### src/rtl/mips16_pkg.sv
// rtl/mips16_pkg.sv - Shared encodings for the write-back stage.
//
// Contents:
//   wb_sel_t  - result source select (ALU, DM, LINK, NONE)
//   wb_occ_t  - skid buffer occupancy (EMPTY, ONE, TWO)
//   wb_writes - write-flag helper: a result commits only with a real source
//               and a nonzero destination register.
package mips16_pkg;

    typedef enum logic [1:0] {
        SEL_ALU  = 2'd0,
        SEL_DM   = 2'd1,
        SEL_LINK = 2'd2,
        SEL_NONE = 2'd3
    } wb_sel_t;

    typedef enum logic [1:0] {
        OCC_EMPTY = 2'd0,
        OCC_ONE   = 2'd1,
        OCC_TWO   = 2'd2
    } wb_occ_t;

    function automatic logic wb_writes(input wb_sel_t sel, input logic rd_nonzero);
        return (sel != SEL_NONE) && rd_nonzero;
    endfunction

endpackage

### src/rtl/wb_load_extender.sv
// rtl/wb_load_extender.sv - Byte-load extractor and sign/zero extender.
//
// Parameters:
//   DATA_W   - datapath width (even, >= 8)
// Ports:
//   dm       in   DATA_W  raw data-memory word
//   bsigned  in   1       1 = sign-extend the selected byte, 0 = zero-extend
//   blsb     in   1       byte select: 0 = bits 7:0, 1 = bits 15:8
//   data     out  DATA_W  extended byte
module wb_load_extender
    import mips16_pkg::*;
#(
    parameter int DATA_W = 16
) (
    input  logic [DATA_W-1:0] dm,
    input  logic              bsigned,
    input  logic              blsb,
    output logic [DATA_W-1:0] data
);

    logic [7:0] sel_byte;
    logic       fill;
    logic       unused_dm;

    assign sel_byte  = blsb ? dm[15:8] : dm[7:0];
    assign fill      = bsigned & sel_byte[7];
    assign data      = {{(DATA_W-8){fill}}, sel_byte};

    // Only the low 16 bits can ever be selected; the rest is deliberately ignored.
    assign unused_dm = ^dm;

endmodule

### src/rtl/write_back_stage.sv
// rtl/write_back_stage.sv - Write-back stage with 2-entry skid buffer.
//
// Optional feature: define WB_BYTE_LOAD_EN to enable byte loads (in_byte,
// in_bsigned, in_blsb select and extend one byte of in_dm). When undefined
// those inputs are ignored and DM data passes full width.
//
// Parameters:
//   DATA_W   - datapath width (even, >= 8), default 16
//   RADDR_W  - register-file address width, default 3
// Ports:
//   clk, reset                        clock, synchronous active-high reset
//   flush                             discard all buffered write-backs
//   in_valid / in_ready               MEM-stage handshake
//   in_sel                            source select (wb_sel_t encoding)
//   in_alu, in_dm, in_link            candidate results
//   in_rd                             destination register
//   in_byte, in_bsigned, in_blsb      byte-load controls
//   rf_ready                          register-file write port free
//   wb_valid, wb_we, wb_addr, wb_data head entry / write strobe / forwarding value
module write_back_stage
    import mips16_pkg::*;
#(
    parameter int DATA_W  = 16,
    parameter int RADDR_W = 3
) (
    input  logic               clk,
    input  logic               reset,
    input  logic               flush,
    input  logic               in_valid,
    output logic               in_ready,
    input  logic [1:0]         in_sel,
    input  logic [DATA_W-1:0]  in_alu,
    input  logic [DATA_W-1:0]  in_dm,
    input  logic [DATA_W-1:0]  in_link,
    input  logic [RADDR_W-1:0] in_rd,
    input  logic               in_byte,
    input  logic               in_bsigned,
    input  logic               in_blsb,
    input  logic               rf_ready,
    output logic               wb_valid,
    output logic               wb_we,
    output logic [RADDR_W-1:0] wb_addr,
    output logic [DATA_W-1:0]  wb_data
);

    wb_occ_t            state, state_next;
    logic               ready_q;

    logic [DATA_W-1:0]  head_data, skid_data;
    logic [RADDR_W-1:0] head_rd, skid_rd;
    logic               head_wr, skid_wr;

    logic               accept, drain;
    logic               load_head_in, load_head_skid, load_skid;

    logic [DATA_W-1:0]  dm_data;
    logic [DATA_W-1:0]  new_data;
    logic               new_wr;
    wb_sel_t            sel;

    assign sel = wb_sel_t'(in_sel);

`ifdef WB_BYTE_LOAD_EN
    logic [DATA_W-1:0] ext_data;

    wb_load_extender #(.DATA_W(DATA_W)) u_ext (
        .dm      (in_dm),
        .bsigned (in_bsigned),
        .blsb    (in_blsb),
        .data    (ext_data)
    );

    assign dm_data = in_byte ? ext_data : in_dm;
`else
    logic unused_byte_ctrl;
    assign unused_byte_ctrl = in_byte ^ in_bsigned ^ in_blsb;
    assign dm_data = in_dm;
`endif

    // Source mux resolved at acceptance so entries carry final data only.
    always_comb begin
        new_data = '0;
        case (sel)
            SEL_ALU:  new_data = in_alu;
            SEL_DM:   new_data = dm_data;
            SEL_LINK: new_data = in_link;
            default:  new_data = '0;
        endcase
    end

    assign new_wr = wb_writes(sel, in_rd != '0);

    assign accept = in_valid && ready_q;
    assign drain  = wb_valid && rf_ready;

    // Next-state and buffer-load controls. flush wins over accept/drain.
    always_comb begin
        state_next     = state;
        load_head_in   = 1'b0;
        load_head_skid = 1'b0;
        load_skid      = 1'b0;
        if (flush) begin
            state_next = OCC_EMPTY;
        end else begin
            case (state)
                OCC_EMPTY: begin
                    if (accept) begin
                        state_next   = OCC_ONE;
                        load_head_in = 1'b1;
                    end
                end
                OCC_ONE: begin
                    if (accept && drain) begin
                        load_head_in = 1'b1;
                    end else if (accept) begin
                        state_next = OCC_TWO;
                        load_skid  = 1'b1;
                    end else if (drain) begin
                        state_next = OCC_EMPTY;
                    end
                end
                OCC_TWO: begin
                    // ready_q is low here, so no accept can coincide.
                    if (drain) begin
                        state_next     = OCC_ONE;
                        load_head_skid = 1'b1;
                    end
                end
                default: state_next = OCC_EMPTY;
            endcase
        end
    end

    always_ff @(posedge clk) begin
        if (reset) begin
            state     <= OCC_EMPTY;
            ready_q   <= 1'b1;
            head_data <= '0;
            head_rd   <= '0;
            head_wr   <= 1'b0;
            skid_data <= '0;
            skid_rd   <= '0;
            skid_wr   <= 1'b0;
        end else begin
            state   <= state_next;
            ready_q <= (state_next != OCC_TWO);
            if (load_head_in) begin
                head_data <= new_data;
                head_rd   <= in_rd;
                head_wr   <= new_wr;
            end else if (load_head_skid) begin
                head_data <= skid_data;
                head_rd   <= skid_rd;
                head_wr   <= skid_wr;
            end
            if (load_skid) begin
                skid_data <= new_data;
                skid_rd   <= in_rd;
                skid_wr   <= new_wr;
            end
        end
    end

    assign in_ready = ready_q;
    assign wb_valid = (state != OCC_EMPTY);
    // Head registers only move on a load, so data/addr hold while stalled or empty.
    assign wb_addr  = head_rd;
    assign wb_data  = head_data;
    assign wb_we    = wb_valid && rf_ready && head_wr && !flush && !reset;

endmodule

### config.mk
export PLATFORM = sky130hd
export DESIGN_NAME = write_back_stage
export DESIGN_NICKNAME = d
export VERILOG_FILES = /design/src/rtl/mips16_pkg.sv /design/src/rtl/wb_load_extender.sv /design/src/rtl/write_back_stage.sv
export SDC_FILE = /design/constraint.sdc
export NUM_CORES = 1
export LEC_CHECK = 0
export CORE_ASPECT_RATIO = 0.8
export CORE_MARGIN = 4
export CORE_UTILIZATION = 46
export DETAILED_ROUTE_END_ITERATION = 10
export PLACE_DENSITY = 0.85
export SLEW_MARGIN = 20
export SYNTH_ARGS = -nofsm -noshare
export SYNTH_HDL_FRONTEND = slang
export SYNTH_SLANG_ARGS = --single-unit
### constraint.sdc
create_clock -name clk -period 2.6 [get_ports clk]
set_input_delay 0.26 -clock clk [delete_from_list [all_inputs] [get_ports clk]]
set_output_delay 0.26 -clock clk [all_outputs]
set_load 0.05 [all_outputs]
* Word level (Yosys, flattened, before mapping)
Cells that the tools add are included.
** Operators by class
- Equal/unequal tests :: 6
- Multiplexer cells :: 24
- Reduce and logical (&&, ||, !) cells :: 14
** Operators by type and width (count)
- $pmux W16 S3 :: 1
- $mux W16 :: 2
- $mux W2 :: 6
- $mux W1 :: 11
- $logic_and A1 B1 Y1 :: 7
- $mux W3 :: 2
- $pmux W2 S3 :: 1
- $eq A2 B1 Y1 const B :: 2
- $eq A2 B2 Y1 const B :: 2
- $logic_not A2 Y1 :: 2
- $ne A2 B2 Y1 const B :: 2
- $reduce_bool A2 Y1 :: 2
- $reduce_bool A3 Y1 :: 1
- $logic_not A1 Y1 :: 2
- $pmux W1 S2 :: 1
** Word-level totals
- Register bits after elaboration :: 43
- Bits of input ports :: 61

* Depth between registers and ports, before layout
- Word-level depth :: 8
- Mapped depth :: 7
- Depth with buffers taken out :: 4

* Worst setup path after synthesis
No wires, ideal clock.
- Path type :: reg2reg
- Start :: register ready_q, in the netlist in_ready
- End :: register head_data[10], in the netlist wb_data[10]
- Data arrival time :: 2.119 ns
- Required time :: 2.527 ns
- Path slack :: 0.409 ns
- Stages on the path, launching flop included :: 8
- Buffers on the path :: 3
- Period minus slack after synthesis :: 2.191 ns
- Path through :: dfxtp_1 > nand2_1 > or4b_1 > buf_2 > or2_1 > buf_6 > buf_6 > o22ai_2
** On the way
- Cells in the longest elaborated chain, start to end :: 6
- Elaborated cells between the ends (all ways) :: 8
- Those cells by class :: 5 x mux; 3 x reduce/logical
** RTL lines
- start: declaration :: line write_back_stage.sv:47 : logic ready_q;
- start signal: assignment :: line write_back_stage.sv:146 : ready_q <= (state_next != OCC_TWO);
- $logic_and A1 B1 Y1 (*) :: line write_back_stage.sv:93 : assign accept = in_valid && ready_q;
- $logic_and A1 B1 Y1 :: line write_back_stage.sv:113 : if (accept && drain) begin
- $mux W1 :: line write_back_stage.sv:113
- $pmux W1 S2 (*) :: line write_back_stage.sv:105 : case (state)
- $mux W1 (*) :: line write_back_stage.sv:102 : if (flush) begin
- $mux W16 / $reduce_bool A2 Y1 (equally long branches)
- end signal: assignment :: line write_back_stage.sv:148 : head_data <= new_data;
- end signal: assignment :: line write_back_stage.sv:152 : head_data <= skid_data;
- end: declaration :: line write_back_stage.sv:49 : logic [DATA_W-1:0] head_data, skid_data;
Every way passes the cells marked *; elsewhere a longest branch is shown, timed or not.
A chain may end at the register's enable or synchronous reset.

* Worst setup path after layout
- Start :: input port rf_ready
- End :: register head_data[13], in the netlist wb_data[13]
** On the way
- Cells in the longest elaborated chain, start to end :: 6
- Elaborated cells between the ends (all ways) :: 10
- Those cells by class :: 7 x mux; 3 x reduce/logical
** RTL lines
- start: declaration :: line write_back_stage.sv:39 : input logic rf_ready,
- $logic_and A1 B1 Y1 (*) :: line write_back_stage.sv:94 : assign drain = wb_valid && rf_ready;
- $logic_and A1 B1 Y1 :: line write_back_stage.sv:113
- $mux W1 :: line write_back_stage.sv:113
- $pmux W1 S2 :: line write_back_stage.sv:105
- $mux W1 :: line write_back_stage.sv:102
- $mux W16 / $reduce_bool A2 Y1 (equally long branches)
Marks and branches as above.

==> impl_metrics.toml <==
[power]
ir_worst_vdd_v = 0.000259
power_density_nw_per_um2 = 466
p_leak_nw = 1.03

[clock_tree]
postCtsSetupBuffers = 0
cts_tree = "yes"
numCtsBuffers = 5
root_buffer = "clkbuf_8"
htreeDepth = 2
numClockSinks = 43
clockBufferDepth = 2
hold_buffers = 0
ctsResizeCount = 0
clk_latency_ns = 0.29
clkSlewWorstSetupHoldPaths_ns = 0.07

[place]
io_buffers = 79
place_congestion = 0.778
dpl.hpwl_mm = 3.74

[floorplanning]
top_level_ports = 83
design.core.area_um2 = 4260
dieArea_um2 = 5620
floorplan.initialDensity_pct = 48.4
die_h_um = 67.8
die_w_um = 82.8
num_rows = 21

[worst_setup_path]
worstPathArrival_ns = 2.30
critPathMaxFanout = 16
endpoint_kind = "flip-flop"
reg2reg_setup_slack_ns = 0.66
required_ns = 2.80
critical_path_class = "primary input to flip-flop"
startpoint_type = "primary input"

[logic_synthesis]
synth_most_common_cell = "dfxtp_1"
yosysTopAreaCellShare_pct = 41.8
synthTopCellsByCount = "43 x dfxtp_1, 41 x nor2_1, 40 x mux2i_1"
synth_area_leaders = "dfxtp_1 42%, mux2i_1 19%, nor2_1 7.5%"
synth_area_um2 = 2060
avgSynthCellArea_um2 = 9.53
synth_ff_type = "dfxtp_1"
synth_edf_count = 0
syn_inst = 216
synth_cell_types = 28
syn-num-nets = 277
synth_seq_cells = 43
ys_seq_area_share_pct = 41.8
synthArstFlopShare_pct = 0
yosysTopAreaCell = "dfxtp_1"
yosysWarnings = 0

[job]
maxCapViolCount = 0

[routing]
drt-initial-drc-count = 77
antenna_left = 0
wl_per_cell_um = 14.5
num_vias = 1825
vias_per_cell = 5.17
drcViolationCount = 0
drt-total-wl_mm = 5.13
dr.pass1.iters = 4

[grt]
antenna_found_initial = 0
grt_pass1_vias = 1760
grt_pass1_wl_mm = 8.40
grt_use_total_pct = 18.4
grt_max_degree = 37
grt.overflow.total = 0

[timing]
relSlewSlack_pct = 44.6
setup_viol = 0
rsz0062_at_grt = "no"
hold_viol_final = 0
skew_ns = 0.00509
fin_crit_sh_pct = 80.7
tns_ns = 0
drv_slew = 0
max_freq_mhz = 477
worst_pin_slew_ns = 0.830
fin_hold_ws_ns = 0.502
fin_crit_ns = 2.10

[hold_path]
hp-class = "flip-flop to flip-flop"

[cells_and_area]
drive_above_1_share_pct = 11.1
syn2layout_area_growth_pct = 46.1
fin_nets = 356
diodes = 0

[outcome]
status = "completed"
flip-flops by register name, summed over array words and instances (netlist names):
register   cells
skid_data     16
in_ready       1
skid_wr        1
skid_rd        3
state          2
wb_data       16
wb_addr        3
head_wr        1
worst max-delay path: stages:
cell	delay [ns]
clkdlybuf4s50_1	0.55
or2b_4	0.18
or4b_1	0.48
or2_1	0.54
o22ai_1	0.29
layer usage:
metal	wire length (um)	up-vias	part of all wire, %	GRT usage [%]
li1	-	939	-	-
met1	2330	819	45	23.1
met2	2290	62	45	29.3
met3	483	5	9.4	8.06
met4	31	0	0.60	4.49
met5	0	-	0	0
final timing paths:
path	from	depth (start not counted)	to
max	rf_ready	5	wb_data[13]$_SDFFE_PP0P_
min	skid_rd[1]$_SDFFE_PP0P_	2	skid_rd[1]$_SDFFE_PP0P_
max reg2reg	state[0]$_SDFF_PP0_	4	wb_data[13]$_SDFFE_PP0P_
min reg2reg	skid_rd[1]$_SDFFE_PP0P_	2	skid_rd[1]$_SDFFE_PP0P_
where the power goes:
part	internal [mW]	leakage (nW)	switching, mW
Combinational	0.157	0.643	0.157
Clock	0.188	0.0422	0.210
Sequential	0.679	0.349	0.0111
Total	1.02	1.03	0.378
final cells by class:
class | instances | area [um2]
tap | 57 | 71.3
inverter | 1 | 3.75
clock inverter | 1 | 5.00
multi-input combinational | 153 | 1100
clock buffer | 7 | 76.3
fill | 344 | 1250
sequential | 43 | 861
timing repair buffer | 91 | 891
layout by cell type (no fill, tap or decap), types with 2 or more instances in the layout:
cell type,Yosys,final
a211oi_1,20,20
clkbuf_8,0,5
nor2_1,41,41
clkbuf_1,8,2
dfxtp_1,43,43
nor3_1,4,3
clkdlybuf4s50_1,0,78
nand2b_1,2,2
o22ai_2,10,10
nand2_1,2,2
o22ai_1,6,6
mux2i_1,40,40
buf_4,1,12
a21oi_1,17,17
through the flow:
stage	instance area (um2)	total power, mW	setup WS (ns)	cells	util, %
after floorplan	2060	0.873	0.409	216	-
after global placement	2930	1.02	0.276	345	68.8
after detailed placement	2930	1.02	0.219	345	68.8
after CTS	3010	1.41	0.517	353	70.7
after global routing	3010	1.47	0.431	353	70.7
final	3010	1.40	0.502	353	70.7
cell families after synthesis:
logic type	count (synthesis)	share of synthesized area, %
AOI/OAI and AO/OA	56	20.7
and+or+nand+nor	56	12.6
DFF	43	41.8
muxes	40	19.4
buffers and inverters	20	4.98
xor gates and xnor gates	1	0.425
Note: power is estimated with default switching activity, not from simulation.
